<file path="src/rtl/scan_chain_ctrl.sv">
// Load/capture/unload sequencer for a single mux-D scan chain.
// SE and SI are registered from the next state so they hold steady for the whole cycle of each state.
module scan_chain_ctrl #(
   parameter int CHAIN_LEN  = 16,
   parameter int CAP_CYCLES = 1,
   parameter int CNT_W      = 8
) (
   input  logic                 CK,
   input  logic                 RN,
   input  logic                 start,
   input  logic                 abort,
   input  logic [CHAIN_LEN-1:0] pattern_in,
   input  logic                 SO,
   output logic                 SE,
   output logic                 SI,
   output logic                 busy,
   output logic                 done,
   output logic [CHAIN_LEN-1:0] response
);

   typedef enum logic [2:0] {IDLE, LOAD, CAPTURE, UNLOAD, DONE} state_t;

   localparam logic [CNT_W-1:0] LAST_SHIFT = CNT_W'(CHAIN_LEN - 1);
   localparam logic [CNT_W-1:0] LAST_CAP   = CNT_W'(CAP_CYCLES - 1);

   state_t               state, state_nx;
   logic [CNT_W-1:0]     cnt, cnt_nx;
   logic [CHAIN_LEN-1:0] pat_q, pat_nx;
   logic [CHAIN_LEN-1:0] cap_q, cap_nx;
   logic [CHAIN_LEN-1:0] resp_nx;
   logic                 se_nx, si_nx, busy_nx, done_nx;

   always_comb begin
      state_nx = state;
      cnt_nx   = cnt + CNT_W'(1);
      pat_nx   = pat_q;
      cap_nx   = cap_q;
      resp_nx  = response;
      si_nx    = 1'b0;
      case (state)
         IDLE: begin
            cnt_nx = '0;
            if (start) begin
               state_nx = LOAD;
               pat_nx   = pattern_in;
               si_nx    = pattern_in[CHAIN_LEN-1];
            end
         end
         LOAD: begin
            // MSB first: after CHAIN_LEN shifts pattern bit i sits in flop i
            if (cnt == LAST_SHIFT) begin
               state_nx = CAPTURE;
               cnt_nx   = '0;
            end else begin
               pat_nx = pat_q << 1;
               si_nx  = pat_q[CHAIN_LEN-2];
            end
         end
         CAPTURE: begin
            if (cnt == LAST_CAP) begin
               state_nx = UNLOAD;
               cnt_nx   = '0;
            end
         end
         UNLOAD: begin
            // first SO sample is flop CHAIN_LEN-1, so it ends up in the MSB
            cap_nx = {cap_q[CHAIN_LEN-2:0], SO};
            if (cnt == LAST_SHIFT) begin
               state_nx = DONE;
               cnt_nx   = '0;
               resp_nx  = cap_nx;
            end
         end
         DONE: begin
            state_nx = IDLE;
            cnt_nx   = '0;
         end
         default: begin
            state_nx = IDLE;
            cnt_nx   = '0;
         end
      endcase

      if (abort && (state == LOAD || state == CAPTURE || state == UNLOAD)) begin
         state_nx = IDLE;
         cnt_nx   = '0;
         si_nx    = 1'b0;
         resp_nx  = response;
      end

      se_nx   = (state_nx == LOAD) || (state_nx == UNLOAD);
      busy_nx = se_nx || (state_nx == CAPTURE);
      done_nx = (state_nx == DONE);
   end

   always_ff @(posedge CK) begin
      if (!RN) begin
         state    <= IDLE;
         cnt      <= '0;
         pat_q    <= '0;
         cap_q    <= '0;
         response <= '0;
         SE       <= 1'b0;
         SI       <= 1'b0;
         busy     <= 1'b0;
         done     <= 1'b0;
      end else begin
         state    <= state_nx;
         cnt      <= cnt_nx;
         pat_q    <= pat_nx;
         cap_q    <= cap_nx;
         response <= resp_nx;
         SE       <= se_nx;
         SI       <= si_nx;
         busy     <= busy_nx;
         done     <= done_nx;
      end
   end

endmodule

</file>
<file path="config.mk">
export PLATFORM = sky130hd
export DESIGN_NAME = scan_chain_ctrl
export DESIGN_NICKNAME = d
export VERILOG_FILES = /design/src/rtl/scan_chain_ctrl.sv
export SDC_FILE = /design/constraint.sdc
export NUM_CORES = 1
export LEC_CHECK = 0
export BUFFER_PORTS_ARGS = -buffer_cell sky130_fd_sc_hd__buf_2
export CAP_MARGIN = 10
export CORE_MARGIN = 2
export CORE_UTILIZATION = 35
export DETAILED_ROUTE_END_ITERATION = 7
export HOLD_SLACK_MARGIN = 0.02
export SETUP_SLACK_MARGIN = 0.5
export SLEW_MARGIN = 30
export SYNTH_ARGS = -nofsm -noshare
export SYNTH_HDL_FRONTEND = slang
export SYNTH_SLANG_ARGS = --single-unit
</file>
<file path="constraint.sdc">
create_clock -name CK -period 2.44 [get_ports CK]
set_input_delay 0.488 -clock CK [delete_from_list [all_inputs] [get_ports CK]]
set_output_delay 0.488 -clock CK [all_outputs]
set_load 0.03 [all_outputs]
</file>
After elaboration in Yosys (flattened, before gate mapping)
Index checks and enable logic that the tools add are counted.
Widths: inputs -> output; s select.
- add/sub/neg operators: 1
- multiplexer cells: 15
- reduce and logical (&&, ||, !) cells: 12
- bitwise gates (word level): 2
- eq/ne operators: 10
- operators with widths (kind ; number):
    $mux 15 ; 2
    $pmux 15 s2 ; 1
    $mux 8 ; 2
    $pmux 8 s2 ; 1
    $mux 3 ; 5
    $eq 3x2->1 const B ; 4
    $pmux 3 s4 ; 1
    $add 8x1->8 const B ; 1
    $eq 8x4->1 const B ; 1
    $logic_not 8->1 ; 1
    $eq 3x1->1 const B ; 2
    $reduce_and 3->1 ; 2
    $logic_or 1x1->1 ; 4
    $ne 2x2->1 const B ; 2
    $reduce_or 2->1 ; 2
    $eq 3x3->1 const B ; 1
    $logic_not 3->1 ; 1
    $mux 1 ; 2
    $not 1->1 ; 2
    $pmux 1 s2 ; 1
    $reduce_bool 2->1 ; 1
    $logic_and 1x1->1 ; 1
- word-level logic and storage cells: 49
- output and inout port bits: 20
- register bits after elaboration: 61
- bits of input ports: 21

Longest topological paths before layout
- depth in word-level cells: 8
- gate-level depth with buffers: 8
- mapped depth without buffers: 5

Worst setup path before layout
OpenSTA, ideal clock, no wires.
- path type: reg2reg
- start: register cnt[0]
- end: register response[1]
- buffers on the path: 3
- required time: 2.323 ns
- stages on the path, launching flop included: 9
- period minus slack after synthesis: 1.913 ns
- setup slack: 0.527 ns
- arrival time: 1.797 ns
- cell sequence: dfxtp_1 -> ha_1 -> and3_1 -> clkbuf_1 -> nand2_1 -> o31a_1 -> buf_6 -> buf_6 -> a22o_1
- word-level cells in the longest chain between the ends: 2
- ends and longest elaborated chain (element ; RTL line ; RTL):
    from (decl) ; 27 ; logic [CNT_W-1:0] cnt, cnt_nx;
    from (signal assigned) ; 109 ; cnt <= cnt_nx;
    $eq 8x4->1 ; 68 ; if (cnt == LAST_SHIFT) begin
    $reduce_and 3->1 (no line) ; -- ;
    to (signal assigned) ; 112 ; response <= resp_nx;
    to (decl) ; 18 ; output logic [CHAIN_LEN-1:0] response
Every way passes these cells.
A chain may end at the register's enable or synchronous reset.

Worst setup path in the final report
- start: register cnt[0]
- end: register response[8]
Same word-level chain as after synthesis.

==> impl_metrics.ini <==
[status]
status = completed

[yosys]
avgSynthCellArea_um2 = 9.73
syn_inst = 251
synth.distinct_cells = 40
yosysWarningCount = 0
yosysMostFrequentCell = dfxtp_1
synth_largest_area_cell = dfxtp_1
async_reset_ff_frac = 0
synth.area.top_cells = dfxtp_1 50%, a22o_1 5.7%, mux2i_1 5.7%
synthFlopType = dfxtp_1
synth.cell_area_um2 = 2440
synth_edf_count = 0
synth_seq_cells = 61
yosysTopAreaCellShare = 0.500
syn-num-nets = 274
yosysSeqAreaShare = 0.500
synthTopCellsByCount = 61 x dfxtp_1, 32 x nand2_1, 16 x a21boi_0, 16 x a22o_1

[critical_path]
r2r_slack_ps = 620
crit_path_end_kind = register
slowest_delay_ps = 420
path_cells = ha_1, and3_2, nand2_1, o31a_4, a22o_1
critPathRequiredTime_ps = 2670
ff2ff_path_depth = 5
arrival_ps = 2050
crit_fanout = 17
start_kind = register
cp_slowest_cell = o31a_4
worst-setup-path-type = register to register

[drt]
first_pass_iters = 4
drtAntennaViolNets = 0
viasPerCell = 5.06
drc = 0
wl_met2_mm = 2.29
dr_wl_met3_um = 278
vias = 1903
wl_per_cell_um = 13.2
drt-initial-drc-count = 60
routed_wl_mm = 4.97
drt-met1-wl_mm = 2.29
top_layer_used = met4

[layout]
diodes = 0
layout.nets = 315
finish.utilization = 0.436
area.growth.synth_to_final_pct = 20.6
post-route-cell-area_um2 = 2940
drive_gt1_frac = 0.243

[worst_hold_path]
hold_class = primary input to register
hold_depth = 2

[timing]
drv_slew = 0
max_freq_mhz = 549
finalSetupViolations = 0
hold_viol_final = 0
worstMarginPinSlew_ps = 588
tns_ps = 0
final.setup_skew_ps = 8.23
fin_crit_sh = 0.747
max-slew-margin-rel = 0.608
rsz0062_at_grt = no
setup_ws_ps = 618
fin_crit_ps = 1820

[grt]
grt_pass1_wl_mm = 8.29
grt_pass1_vias = 1827
globalRouteTotalUtil = 0.140
grt_max_degree = 26
grt_antenna_before_repair = 0
overflow = 0

[power]
leakage_nw = 1.20
ir_drop_mv = 0.408
power_density_nw_per_um2 = 730

[floorplan]
rows = 30
dieArea_um2 = 7660
die_y_um = 87.5
core_um2 = 6760
start_util = 0.361
dieWidth_um = 87.5
pin_count = 41

[clocking]
cts_tree = built
clockBufferDepth = 2
path_clk_slew_ps = 60
htree_levels = 3
clock_latency_ps = 330
cts_made_buffers = 9
root_buffer = clkbuf_8
cts_sinks = 61

[placement]
place_congestion = 0.736
hpwl_mm = 3.27
portBuffers = 40
pre_cts_ws_ps = 425
place_area_um2 = 2710

[run]
drv_cap = 0
==> final cells by class <==
type / instances / area, µm²
Clock buffer: 12 / 165
Multi-Input combinational cell: 166 / 1130
Fill cell: 680 / 3810
Tap cell: 80 / 100
Timing Repair Buffer: 49 / 268
Sequential cell: 61 / 1220
Clock inverter: 3 / 43.8
Inverter: 5 / 18.8
==> registers in the layout, summed over array words and instances, names as in the netlist <==
signal    count
response     16
cap_q        15
pat_q        15
cnt           8
state         3
SE            1
SI            1
busy          1
done          1
==> metrics by stage <==
stage / power, mW / cells / hold slack, ps
2_1_floorplan: 1.20 / 251 / 426
3_3_place_gp: 1.25 / 360 / 442
3_5_place_dp: 1.25 / 360 / 455
4_1_cts: 2.18 / 375 / 372
5_1_grt: 2.26 / 376 / 374
6_report: 2.15 / 376 / 383
==> worst max-delay path, delay by kind of cell, from the launching register on <==
| kind | cells | cell delay (ps) |
|---|---|---|
| compound gates | 2 | 680 |
| fa+ha+maj | 1 | 190 |
| flops | 1 | 370 |
| simple gates | 2 | 470 |
==> worst paths after layout <==
kind,to,startpoint
max,response[8]$_SDFFE_PN0P_,cnt[0]$_SDFF_PP0_
min,response[0]$_SDFFE_PN0P_,SO
max reg2reg,response[8]$_SDFFE_PN0P_,cnt[0]$_SDFF_PP0_
min reg2reg,cap_q[14]$_SDFFE_PN0N_,cap_q[14]$_SDFFE_PN0N_
==> power by group <==
part | leakage, nW | total, mW | internal (mW) | switching (mW)
Sequential | 0.496 | 1.05 | 1.03 | 0.0207
Clock | 0.108 | 0.922 | 0.549 | 0.373
Combinational | 0.592 | 0.176 | 0.0773 | 0.0983
Total | 1.20 | 2.15 | 1.66 | 0.492
==> cell usage in the layout (no fill, tap or decap), types with 2 or more instances in the layout <==
cell type,synthesis,routed
o21ai_0,3,3
nand2b_1,2,2
buf_2,3,40
a21boi_0,16,16
buf_4,0,9
nor2_1,15,15
nand2_1,32,32
o31ai_1,14,14
xor2_1,3,3
mux2i_1,14,14
and3_1,3,2
and2_1,2,2
nor4_1,2,2
a22o_1,16,16
a31oi_1,2,2
nor3_1,2,2
ha_1,2,2
inv_1,4,4
nand3_1,3,3
clkbuf_8,0,12
dfxtp_1,61,61
a21oi_1,15,15
xnor2_1,3,3
a211oi_1,2,2
==> per-layer routing <==
metal	vias up	track usage
met4	0	0.0755
met5	-	0
met2	45	0.222
met3	9	0.0607
met1	867	0.160
li1	982	-
==> repair_timing <==
action / CTS / global route
pin swaps: 0 / 1
endpoints found under the setup margin: 17 / 19
resized for setup: 2 / 2
buffers inserted: 0 / 1
hold buffers: 0 / 0
==> logic make-up (layout without fill, tap and decap cells) <==
group                    after synthesis  after routing  share of synthesized area
adder cells (fa/ha/maj)                2              2                     0.0102
XOR/XNOR                               6              6                     0.0215
buffers and inverters                 24             69                     0.0477
flip-flops                            61             61                      0.500
AO/OA/AOI/OAI                         75             75                      0.222
AND/OR/NAND/NOR                       69             69                      0.141
multiplexers                          14             14                     0.0574
Power figures use the tool's default switching activity.
